## src/rtl/synth_pkg.sv

```systemverilog
`timescale 1ns/1ps
`default_nettype none
// ============================================================================
// Package     : synth_pkg
// Description : Shared types and sizing constants for the voice mixing path.
//               Holds the sequencer state encoding, voice count, sample and
//               mix widths, and the wave-shaper acknowledge timeout.
// Revision    : 1.0 - initial release
// ============================================================================
package synth_pkg;

  localparam int NUM_VOICES  = 4;
  localparam int SAMPLE_W    = 8;
  localparam int MIX_W       = 10;
  localparam int ACK_TIMEOUT = 16;

  localparam int IDX_W  = $clog2(NUM_VOICES);
  localparam int WAIT_W = $clog2(ACK_TIMEOUT);

  // Highest voice index and the last wait-count value before giving up.
  localparam logic [IDX_W-1:0]  LAST_IDX  = IDX_W'(NUM_VOICES - 1);
  localparam logic [WAIT_W-1:0] WAIT_LAST = WAIT_W'(ACK_TIMEOUT - 1);

  typedef enum logic [1:0] {
    ST_IDLE = 2'd0,
    ST_SCAN = 2'd1,
    ST_REQ  = 2'd2,
    ST_DONE = 2'd3
  } state_e;

endpackage : synth_pkg
`default_nettype wire

```

## src/rtl/voice_mix_sequencer.sv

```systemverilog
`timescale 1ns/1ps
`default_nettype none
// ============================================================================
// Module      : voice_mix_sequencer
// Description : Per-frame voice mixer. On each sample-rate strobe it walks the
//               enabled voices in index order, fetches one sample per voice
//               from a shared wave-shaper over a req/ack handshake, sums the
//               samples and presents the total with a one-cycle valid pulse.
//               A request that stays unacknowledged for ACK_TIMEOUT cycles
//               contributes zero and raises a sticky error flag.
// Revision    : 1.0 - initial release
//
// Ports
//   clk         in   system clock, rising edge
//   n_rst       in   asynchronous active-low reset
//   divide_now  in   sample-rate strobe, starts a frame when idle
//   voice_en    in   per-voice enable, captured at frame start
//   ws_req      out  wave-shaper request, held until ack or timeout
//   ws_voice    out  voice index of the current request
//   ws_ack      in   wave-shaper acknowledge, ws_sample valid with it
//   ws_sample   in   unsigned sample for ws_voice
//   mix_out     out  sum of the last frame's samples, held between frames
//   mix_valid   out  one-cycle pulse when mix_out updates
//   busy        out  frame in progress
//   overrun     out  sticky: strobe arrived while busy
//   ack_timeout out  sticky: a request timed out
//   clr_err     in   clears the sticky flags (a same-cycle set wins)
// ============================================================================
module voice_mix_sequencer
  import synth_pkg::*;
(
  input  logic                  clk,
  input  logic                  n_rst,
  input  logic                  divide_now,
  input  logic [NUM_VOICES-1:0] voice_en,
  output logic                  ws_req,
  output logic [IDX_W-1:0]      ws_voice,
  input  logic                  ws_ack,
  input  logic [SAMPLE_W-1:0]   ws_sample,
  output logic [MIX_W-1:0]      mix_out,
  output logic                  mix_valid,
  output logic                  busy,
  output logic                  overrun,
  output logic                  ack_timeout,
  input  logic                  clr_err
);

  state_e                state_q, state_d;
  logic [IDX_W-1:0]      idx_q, idx_d;
  logic [NUM_VOICES-1:0] en_q, en_d;
  logic [MIX_W-1:0]      acc_q, acc_d;
  logic [WAIT_W-1:0]     wait_q, wait_d;
  logic [MIX_W-1:0]      mix_out_q, mix_out_d;
  logic                  mix_valid_q, mix_valid_d;
  logic                  overrun_q, overrun_d;
  logic                  ack_to_q, ack_to_d;

  logic                  advance;
  logic                  timeout_set;
  logic                  overrun_set;

  // --------------------------------------------------------------------------
  // Next-state and datapath
  // --------------------------------------------------------------------------
  always_comb begin
    state_d     = state_q;
    idx_d       = idx_q;
    en_d        = en_q;
    acc_d       = acc_q;
    wait_d      = '0;          // counter only survives while waiting in REQ
    advance     = 1'b0;
    timeout_set = 1'b0;

    case (state_q)
      ST_IDLE: begin
        if (divide_now) begin
          en_d    = voice_en;  // frame works from this snapshot only
          acc_d   = '0;
          idx_d   = '0;
          state_d = ST_SCAN;
        end
      end

      ST_SCAN: begin
        if (en_q[idx_q]) begin
          state_d = ST_REQ;
        end else if (idx_q == LAST_IDX) begin
          state_d = ST_DONE;
        end else begin
          idx_d = idx_q + 1'b1;
        end
      end

      ST_REQ: begin
        // An ack in the final wait cycle still counts as a real sample.
        if (ws_ack) begin
          acc_d   = acc_q + {{(MIX_W - SAMPLE_W){1'b0}}, ws_sample};
          advance = 1'b1;
        end else if (wait_q == WAIT_LAST) begin
          timeout_set = 1'b1;
          advance     = 1'b1;
        end else begin
          wait_d = wait_q + 1'b1;
        end

        if (advance) begin
          if (idx_q == LAST_IDX) begin
            state_d = ST_DONE;
          end else begin
            idx_d   = idx_q + 1'b1;
            state_d = ST_SCAN;
          end
        end
      end

      ST_DONE: begin
        state_d = ST_IDLE;
      end

      default: begin
        state_d = ST_IDLE;
      end
    endcase
  end

  // --------------------------------------------------------------------------
  // Result register and sticky error flags
  // --------------------------------------------------------------------------
  always_comb begin
    mix_out_d   = (state_q == ST_DONE) ? acc_q : mix_out_q;
    mix_valid_d = (state_q == ST_DONE);
    overrun_set = divide_now && (state_q != ST_IDLE);
    // Set takes priority over a simultaneous clear.
    overrun_d   = overrun_set | (overrun_q & ~clr_err);
    ack_to_d    = timeout_set | (ack_to_q  & ~clr_err);
  end

  always_ff @(posedge clk or negedge n_rst) begin
    if (!n_rst) begin
      state_q     <= ST_IDLE;
      idx_q       <= '0;
      en_q        <= '0;
      acc_q       <= '0;
      wait_q      <= '0;
      mix_out_q   <= '0;
      mix_valid_q <= 1'b0;
      overrun_q   <= 1'b0;
      ack_to_q    <= 1'b0;
    end else begin
      state_q     <= state_d;
      idx_q       <= idx_d;
      en_q        <= en_d;
      acc_q       <= acc_d;
      wait_q      <= wait_d;
      mix_out_q   <= mix_out_d;
      mix_valid_q <= mix_valid_d;
      overrun_q   <= overrun_d;
      ack_to_q    <= ack_to_d;
    end
  end

  // Handshake and status outputs come from registers only.
  assign ws_req      = (state_q == ST_REQ);
  assign ws_voice    = idx_q;
  assign busy        = (state_q != ST_IDLE);
  assign mix_out     = mix_out_q;
  assign mix_valid   = mix_valid_q;
  assign overrun     = overrun_q;
  assign ack_timeout = ack_to_q;

endmodule : voice_mix_sequencer
`default_nettype wire

```

## config.mk

```make
export PLATFORM = sky130hd
export DESIGN_NAME = voice_mix_sequencer
export DESIGN_NICKNAME = d
export VERILOG_FILES = /design/src/rtl/synth_pkg.sv /design/src/rtl/voice_mix_sequencer.sv
export SDC_FILE = /design/constraint.sdc
export NUM_CORES = 1
export LEC_CHECK = 0
export ABC_CLOCK_PERIOD_IN_PS = 1900
export CAP_MARGIN = 20
export CORE_MARGIN = 8
export CORE_UTILIZATION = 41
export CTS_BUF_LIST = sky130_fd_sc_hd__clkbuf_16
export DETAILED_ROUTE_END_ITERATION = 8
export PLACE_DENSITY = 0.71
export SLEW_MARGIN = 0
export SYNTH_ARGS = -nofsm -noshare
export SYNTH_HDL_FRONTEND = slang
export SYNTH_SLANG_ARGS = --single-unit
```

## constraint.sdc

```tcl
create_clock -name clk -period 1.9 [get_ports clk]
set_clock_uncertainty 0.2 [all_clocks]
set_input_delay 0.285 -clock clk [delete_from_list [all_inputs] [get_ports clk]]
set_output_delay 0.285 -clock clk [all_outputs]
set_load 0.02 [all_outputs]
```

==> out/metrics.csv <==
metric,value,unit
syn_inst,167,
crit_type,register to register,
synth_edf_count,0,
layout_worst_path_cycle_share,111,%
multiInputGateArea,0.00101,sq mm
die_x,82.8,microns
diodes,0,
async_reset_ff_share,100,%
setup_slack,-0.207,ns
syn_area_per_cell,11.0,sq um
worst_pin_slew,0.445,ns
vias_per_cell,5.16,
synthTopCellsByCount,"35 x dfrtp_1, 19 x nand2_1, 14 x ha_1, 14 x mux2_2, 12 x inv_1",
area_growth,51.0,%
drt_iter0_drc,56,
die_area,0.00686,sq mm
crit_end,acc_q[7],
synth_fp_nets,199,
setup_tns,-0.966,ns
clockBufferDepth,2,
synth_area,0.00183,sq mm
die_h,82.8,microns
port_buffers,33,
nets,276,
hold_viol,0,
hpwl,3250,microns
grt.overflow.total,0,
clock_sinks,35,
clkTransAtPathRegs,0.05,ns
reg2reg_from,acc_q[0],
rsz0062_at_grt,yes,
critPathCaptureType,register,
rows,24,
synth_top_cell_by_area,dfrtp_1,
drive_gt1_share,33.1,%
ioPinCount,34,
stdcell_area,0.00277,sq mm
clk_latency,0.27,ns
leakagePower,1.32,nW
maxCapViolations,0,
grt_pass1_vias,1676,
status,"finished, violations left",
ys_types,35,
start_kind,register,
max_freq,475,MHz
synth_area_leaders,"dfrtp_1 48%, ha_1 9.6%, mux2_2 8.6%",
place_ws,-0.555,ns
numCtsBuffers,5,
r2r_end,acc_q[7],
antenna_found_initial,0,
crit_start,acc_q[0],
drc_errors,0,
maxSlewViolCount,0,
dpl_cell_area,0.00249,sq mm
core,0.00432,sq mm
crit_required,1.88,ns
critPathMaxFanout,3,
grt_max_degree,36,
regArea,877,sq um
final_cells,297,
yosys.area.top_type_share,47.8,%
setup_viol,6,
root_buffer,clkbuf_16,
cts_max_level,2,
violations,negative setup slack,
dp_cells,280,
initial_core_util,42.4,%
routedWlPerCell,15.0,microns
grt_pass1_wl,7560,microns
grt.total_usage,13.2,%
yosys_most_used_dff,dfrtp_1,
r2r_setup_slack,-0.21,ns
finalCriticalPeriod,2.11,ns
holdCritPathClass,primary input to asynchronous set/reset pin,
antenna_left,0,
slew_headroom,70.3,%
gp_congestion,0.788,
arrival,2.09,ns
power_density,1500,mW/mm^2
dr.pass1.iters,4,
ys_ff_latch,35,
reg2regPathDepth,7,
seq_area_frac_synth,47.8,%
yosysMostFrequentCell,dfrtp_1,
cts_tree,yes,
ir_drop,1.03,mV
fill_cells,368,
yosys_warnings,0,
wirelength,4440,microns
num_vias,1532,
p_total,4.15,mW
[worst max-delay path, cell delays in order (launching register included)]
cell and delay, ns:
dfrtp_1 0.39, ha_2 0.21, buf_6 0.11, a21o_1 0.18
a2111o_1 0.41, a31oi_1 0.20, xor2_1 0.10, o31ai_1 0.22
[cell families (layout without fill, tap and decap cells)]
| logic type | Yosys count | in the layout | share of synthesized area, % |
|---|---|---|---|
| AND/OR/NAND/NOR | 43 | 43 | 11.1 |
| flip-flops | 35 | 35 | 47.8 |
| AO/OA/AOI/OAI | 35 | 35 | 13.0 |
| XOR/XNOR | 8 | 8 | 3.82 |
| buffers and inverters | 15 | 93 | 3.21 |
| multiplexers | 16 | 16 | 10.4 |
| adder cells (fa/ha/maj) | 15 | 15 | 10.7 |
[power breakdown]
group	internal (mW)	switching [mW]
combinational	1.19	1.05
clock	0.470	0.271
sequential	1.00	0.170
[cell usage in the layout (no fill, tap or decap), drive strengths merged, types with 2 or more instances in the layout]
cell,n
a21o,2
a21oi,5
a31oi,3
and2,2
and3,2
buf,40
clkbuf,5
clkdlybuf4s50,26
clkinv,2
dfrtp,35
dlygate4sd2,5
ha,14
inv,13
mux2,14
nand2,19
nand2b,3
nand3,5
nor2,6
nor2b,3
o21a,3
o21ai,5
o22ai,4
o31ai,6
o41ai,2
xnor2,4
xor2,4
[flip-flops by register name (all words and copies together) (netlist names)]
name and count:
mix_valid 1, state_q 2, ws_voice 2, overrun 1
en_q 4, mix_out 10, wait_q 4, acc_q 10
ack_timeout 1
[how the worst min path moves through the flow]
stage / from / endpoint / slack [ns] / depth (start not counted)
after detailed placement: wait_q[0] / wait_q[0] / 0.25 / 1
after global placement: wait_q[0] / wait_q[0] / 0.25 / 1
after floorplan: n_rst / acc_q[0] / -0.21 / 0
after CTS: n_rst / en_q[3] / 0.24 / 2
final: n_rst / mix_out[4] / 0.23 / 2
after global routing: n_rst / acc_q[3] / 0.27 / 2
[metrics by stage]
step	hold slack [ns]	util [%]
floorplan	-0.211	-
global placement	0.249	57.7
detailed placement	0.254	57.7
CTS	0.245	62.0
global route	0.267	64.0
finish	0.227	64.0
[area by class of cell]
type | count | area share, %
Clock buffer | 5 | 4.52
Clock inverter | 3 | 0.407
Inverter | 12 | 1.63
Multi-Input combinational cell | 117 | 36.6
Sequential cell | 35 | 31.7
Tap cell | 52 | 2.35
Timing Repair Buffer | 73 | 22.8
[what timing repair did]
item	4_1_cts	5_1_grt
setup endpoints to repair	15	16
resized for setup	12	14
hold buffers	0	0
pin swaps	9	13
setup buffers	5	4
[metal layers]
metal,global-route usage [%],vias to the layer above,part of all wire (%)
li1,-,747,-
met1,14.8,740,43
met2,22.1,41,51
met3,4.69,4,5.1
met4,5.11,0,0.52
met5,0,-,0
Note: power is estimated with default switching activity, not from simulation.
==> RTL edit 1: new RTL, same flow settings <==
`MIX_W`: 10 -> 20.
--- a/src/rtl/synth_pkg.sv
+++ b/src/rtl/synth_pkg.sv
@@ -11,7 +11,7 @@
 
   localparam int NUM_VOICES  = 4;
   localparam int SAMPLE_W    = 8;
-  localparam int MIX_W       = 10;
+  localparam int MIX_W       = 20;
   localparam int ACK_TIMEOUT = 16;
 
   localparam int IDX_W  = $clog2(NUM_VOICES);
Interface: changed (resized mix_out); port bits go from 34 to 44. The function was not compared with the original's and may differ.
==> RTL edit 1 against the original RTL <==
  * The run still ends with setup timing left
  * Critical path depth shrank 1
  * Critical endpoint is now acc_q[14]
  * Worst setup slack lost 35 ps
  * Area after synthesis grew 48%
  * Die area increased by 38%
  * Clock power grew 18%
  * Total power up 24%
  * Non-clock buffer count grew 33
  * Via count grew 50%
  * Sequential cell count grew 20
  * Routed wire length is 62% higher
  * Hold slack improved by 35 ps
  * Global-route usage rose by 2.0 points
  * Sequential power is 34% higher
  * Final area is 48% higher
==> RTL edit 1: results (changes against the original RTL) <==
* Synth top area cells: dfrtp_1, mux2_2, ha_1
* Initial antenna violation count at 0 (unchanged)
* Worst skew pair latency at 290 ps (+20 ps)
* First-pass GRT wire length at 12.01 mm (+59%)
* Port Buf Inserts at 43 (+30%)
* Yosys cell types at 36 (+2.9%)
* Worst hold-check path type: reg -> reg
* Failing checks: setup timing
* Largest net degree at the start of global routing at 56 (+56%)
* Dpl hpwl at 4.720 mm (+45%)
* Routability Congestion at 0.8650 (+9.8%)
* Setup-failing EPs final at 17 (+11)
* FILL cells at 489 (+33%)
* Final WL at 7.174 mm (+62%)
* Status: finished, violations left
* Setup slack after layout at -242.3 ps (-35.32 ps)
* Critical path fanouts, max at 5 (+2)
* Reg2reg setup slack at -240 ps (-40 ps)
* CP arrival at 2160 ps (+70 ps)
* Routed via count at 2301 (+50%)
* Initial DRC Count at 91 (+63%)
* Synth cell count leaders: dfrtp_1, nand2_1, mux2_2, o21ai_0, ha_1
* Slew headroom at 68.68% (-1.6 points)
* Fraction of layout cells with a size suffix above 1 at 37.96% (+4.9 points)
* Worst Setup Path Type: reg -> reg
* R2R depth at 6 (-1)
* Placed cell areas at 3637 um2 (+46%)
* Final hold slack at 262.2 ps (+34.85 ps)
* Pleak at 0.001906 uW (+45%)
* DR pass1 iterations at 4 (unchanged)
* Global Route Usage Sum at 15.20% (+2.0 points)
* Syn Nets at 277 (+39%)
* Vias in the first global route at 2457 (+47%)
* NumNets Final at 384 (+39%)
* Maximum vdd drop at 0.0008454 V (-18%)
* CTS clock-pin slew for the worst setup and hold paths at 70 ps (+20 ps)
RTL edit 1: cell types whose count changed after synthesis, moves of 5 or more:
cell,delta
o31ai_1,-5
o21ai_0,+11
nor2_1,+7
nand2_1,+9
dfrtp_1,+20
clkbuf_1,+5
a21oi_1,+5
nand3_1,+6
o211ai_1,+5
inv_1,-6
xor2_1,+7
mux2_2,+10
RTL edit 1: worst paths after layout:
check                           startpoint        end
worst min register to register   wait_q[0]  wait_q[0]
worst max-delay path              acc_q[4]  acc_q[14]
worst max register to register    acc_q[4]  acc_q[14]
worst min-delay path             wait_q[0]  wait_q[0]
min in group asynchronous            n_rst   acc_q[5]
max in group asynchronous            n_rst    en_q[1]
RTL edit 1: worst max-delay path: stages, from the launching register on:
cell and delay, ps:
dfrtp_1 420, ha_4 310, o211ai_1 160, nor3_4 380, nor2_2 90, or3_4 380, a21oi_2 130
RTL edit 1: repair_timing:
action	CTS	global route
hold endpoints to repair	55	0
pin swaps	38	26
gates resized for setup	48	13
endpoints found under the setup margin	28	19
buffers inserted	10	8
hold buffers	1	0
RTL edit 1: layout make-up:
| cell class | count | share of cell area, % |
|---|---|---|
| flip-flops and latches | 55 | 33.51 |
| clock buffers | 5 | 3.046 |
| inverters | 6 | 0.5483 |
| repair buffers | 106 | 22.17 |
| multi-input cells | 178 | 38.11 |
| well taps | 77 | 2.345 |
| clock inverters | 3 | 0.2741 |
RTL edit 1: layer usage:
layer  share of wire [%]  vias to the layer above  global-route usage [%]
li1                    -                     1079                       -
met1                  42                     1155                   18.08
met2                  51                       48                   25.81
met3                 4.0                       19                   4.054
met4                 2.5                        0                   5.012
met5                   0                        -                       0
RTL edit 1: cell families after synthesis:
group	Yosys count	synth area share (%)
buf+inv	12	1.659
compound gates	46	10.42
simple gates	75	13.59
mux	26	11.29
fa+ha+maj	15	7.189
xor+xnor	16	5.161
flops	55	50.69
RTL edit 1: power breakdown:
group          switching [uW]  leakage [uW]  internal, uW
logic                    1310       0.00109          1410
registers                 175      0.000748          1400
clock network             401     0.0000701           476
RTL edit 1: stage by stage:
stage | utilization (%) | worst slack (ps) | instances | power, uW | TNS [ps]
2_1_floorplan | - | -103.7 | 245 | 2779 | -569.2
3_3_place_gp | 56.96 | -622.6 | 404 | 3705 | -8431
3_5_place_dp | 56.96 | -675.9 | 404 | 3761 | -9292
4_1_cts | 63.13 | -246.4 | 423 | 4995 | -1938
5_1_grt | 64.32 | -323.1 | 430 | 5481 | -3902
6_report | 64.32 | -242.3 | 430 | 5168 | -2572
==> RTL edit 2: new RTL, same flow settings <==
Without the edit above. Register the input `divide_now` before use. The logic sees it one clock later. The other inputs are not delayed to match.
--- a/src/rtl/voice_mix_sequencer.sv
+++ b/src/rtl/voice_mix_sequencer.sv
@@ -45,6 +45,12 @@
   input  logic                  clr_err
 );
 
+  logic divide_now_q;
+
+  always_ff @(posedge clk) begin
+    divide_now_q <= divide_now;
+  end
+
   state_e                state_q, state_d;
   logic [IDX_W-1:0]      idx_q, idx_d;
   logic [NUM_VOICES-1:0] en_q, en_d;
@@ -73,7 +79,7 @@
 
     case (state_q)
       ST_IDLE: begin
-        if (divide_now) begin
+        if (divide_now_q) begin
           en_d    = voice_en;  // frame works from this snapshot only
           acc_d   = '0;
           idx_d   = '0;
@@ -129,7 +135,7 @@
   always_comb begin
     mix_out_d   = (state_q == ST_DONE) ? acc_q : mix_out_q;
     mix_valid_d = (state_q == ST_DONE);
-    overrun_set = divide_now && (state_q != ST_IDLE);
+    overrun_set = divide_now_q && (state_q != ST_IDLE);
     // Set takes priority over a simultaneous clear.
     overrun_d   = overrun_set | (overrun_q & ~clr_err);
     ack_to_d    = timeout_set | (ack_to_q  & ~clr_err);
Formal check against the unedited RTL: not equivalent (Yosys sat finds a counterexample within 4 cycles, from zero or initial values and one cycle with n_rst low).
==> RTL edit 2 against the original RTL <==
  * The run still ends with setup timing left
  * Routed wire length is 2.9% lower
  * Sequential power hardly changed
  * Via count is 2.3% lower
  * Count of clock-buffer cells in the layout stayed put
  * Area after synthesis is 2.9% higher
  * Final area is 0.59% lower
  * Sequential cell count is 1 higher
  * Hold slack worse by 17 ps
  * Maximum frequency is 0.60% higher
  * Total power is 1.6% higher
  * Worst setup slack better by 13 ps
  * Synthesized cell count is 3.0% higher
  * Largest cell class unchanged
  * Largest power group unchanged
==> RTL edit 2: results (changes against the original RTL) <==
* XOR/XNOR share of the synthesized area at 3.254% (-0.57 points)
* Drt wl/cell at 14.87 um (-0.61%)
* Synth top area cells: dfrtp_1, ha_1, mux2_2
* Worst setup path endpoint: acc_q[8]
* Pleak at 0.001270 uW (-3.7%)
* Setup-failing EPs final at 6 (unchanged)
* Clock share of power at 21.5% (+3.7 points)
* Worst slew pin tran at 440.7 ps (-4.428 ps)
* # resized after CTS at 15 (+3)
* Fraction of layout cells with a size suffix above 1 at 30.67% (-2.4 points)
* Pre-CTS setup slack at -553.8 ps (+0.9030 ps)
* Final hold slack at 210.3 ps (-17.06 ps)
* Setup slack after layout at -194.4 ps (+12.57 ps)
* Yosys cell types at 40 (+14%)
* Routed via count at 1497 (-2.3%)
* Wl on met1 at 1.916 mm (-0.16%)
* CP max stage delay at 380 ps (-30 ps)
* P_int at 2731 uW (+2.6%)
* Synth Area in Compound Gates at 13.41% (+0.43 points)
* Multiplexer share of the synthesized area at 10.09% (-0.29 points)
* DP Cell Count at 279 (-0.36%)
* Final setup TNS at -559.0 ps (+407.4 ps)
* Syn_area_per_cell at 10.96 um2 (-0.12%)
* Post-synthesis adder-cell area fraction at 10.36% (-0.30 points)
* NumNets Final at 269 (-2.5%)
* Placed cell areas at 2466 um2 (-1.1%)
* Grt met1 use at 14.42% (-0.40 points)
* Global Route Usage Sum at 12.29% (-0.86 points)
* Post-synth ARST share at 97.22% (-2.8 points)
* Syn Nets at 204 (+2.5%)
* Metal3 WL at 180 um (-21%)
* Dpl hpwl at 3.121 mm (-4.0%)
* First-pass GRT wire length at 7.148 mm (-5.5%)
* Failing checks: setup timing
* Status: finished, violations left
* Register area share after synthesis at 47.54% (-0.27 points)
-- RTL edit 2: cell type report --
type / count / area [um2]
Clock inverter: 3 / 38.79
Clock buffer: 5 / 125.1
Inverter: 14 / 52.55
Fill cell: 355 / 1634
Multi-Input combinational cell: 118 / 1020
Timing Repair Buffer: 62 / 553.0
Tap cell: 52 / 65.06
Sequential cell: 36 / 895.9
-- RTL edit 2: kinds of logic after synthesis --
family | Yosys count
multiplexers | 16
AO/OA/AOI/OAI | 37
buffers and inverters | 18
flip-flops | 36
XOR/XNOR | 7
adder cells (fa/ha/maj) | 15
AND/OR/NAND/NOR | 43
-- RTL edit 2: critical path, delay by kind of cell, from the launching register on --
| family | cells | cell delay [ps] |
|---|---|---|
| adders and majority gates | 2 | 540 |
| DFF | 1 | 380 |
| buffers and inverters | 1 | 40 |
| AOI/OAI and AO/OA | 3 | 430 |
| and+or+nand+nor | 2 | 450 |
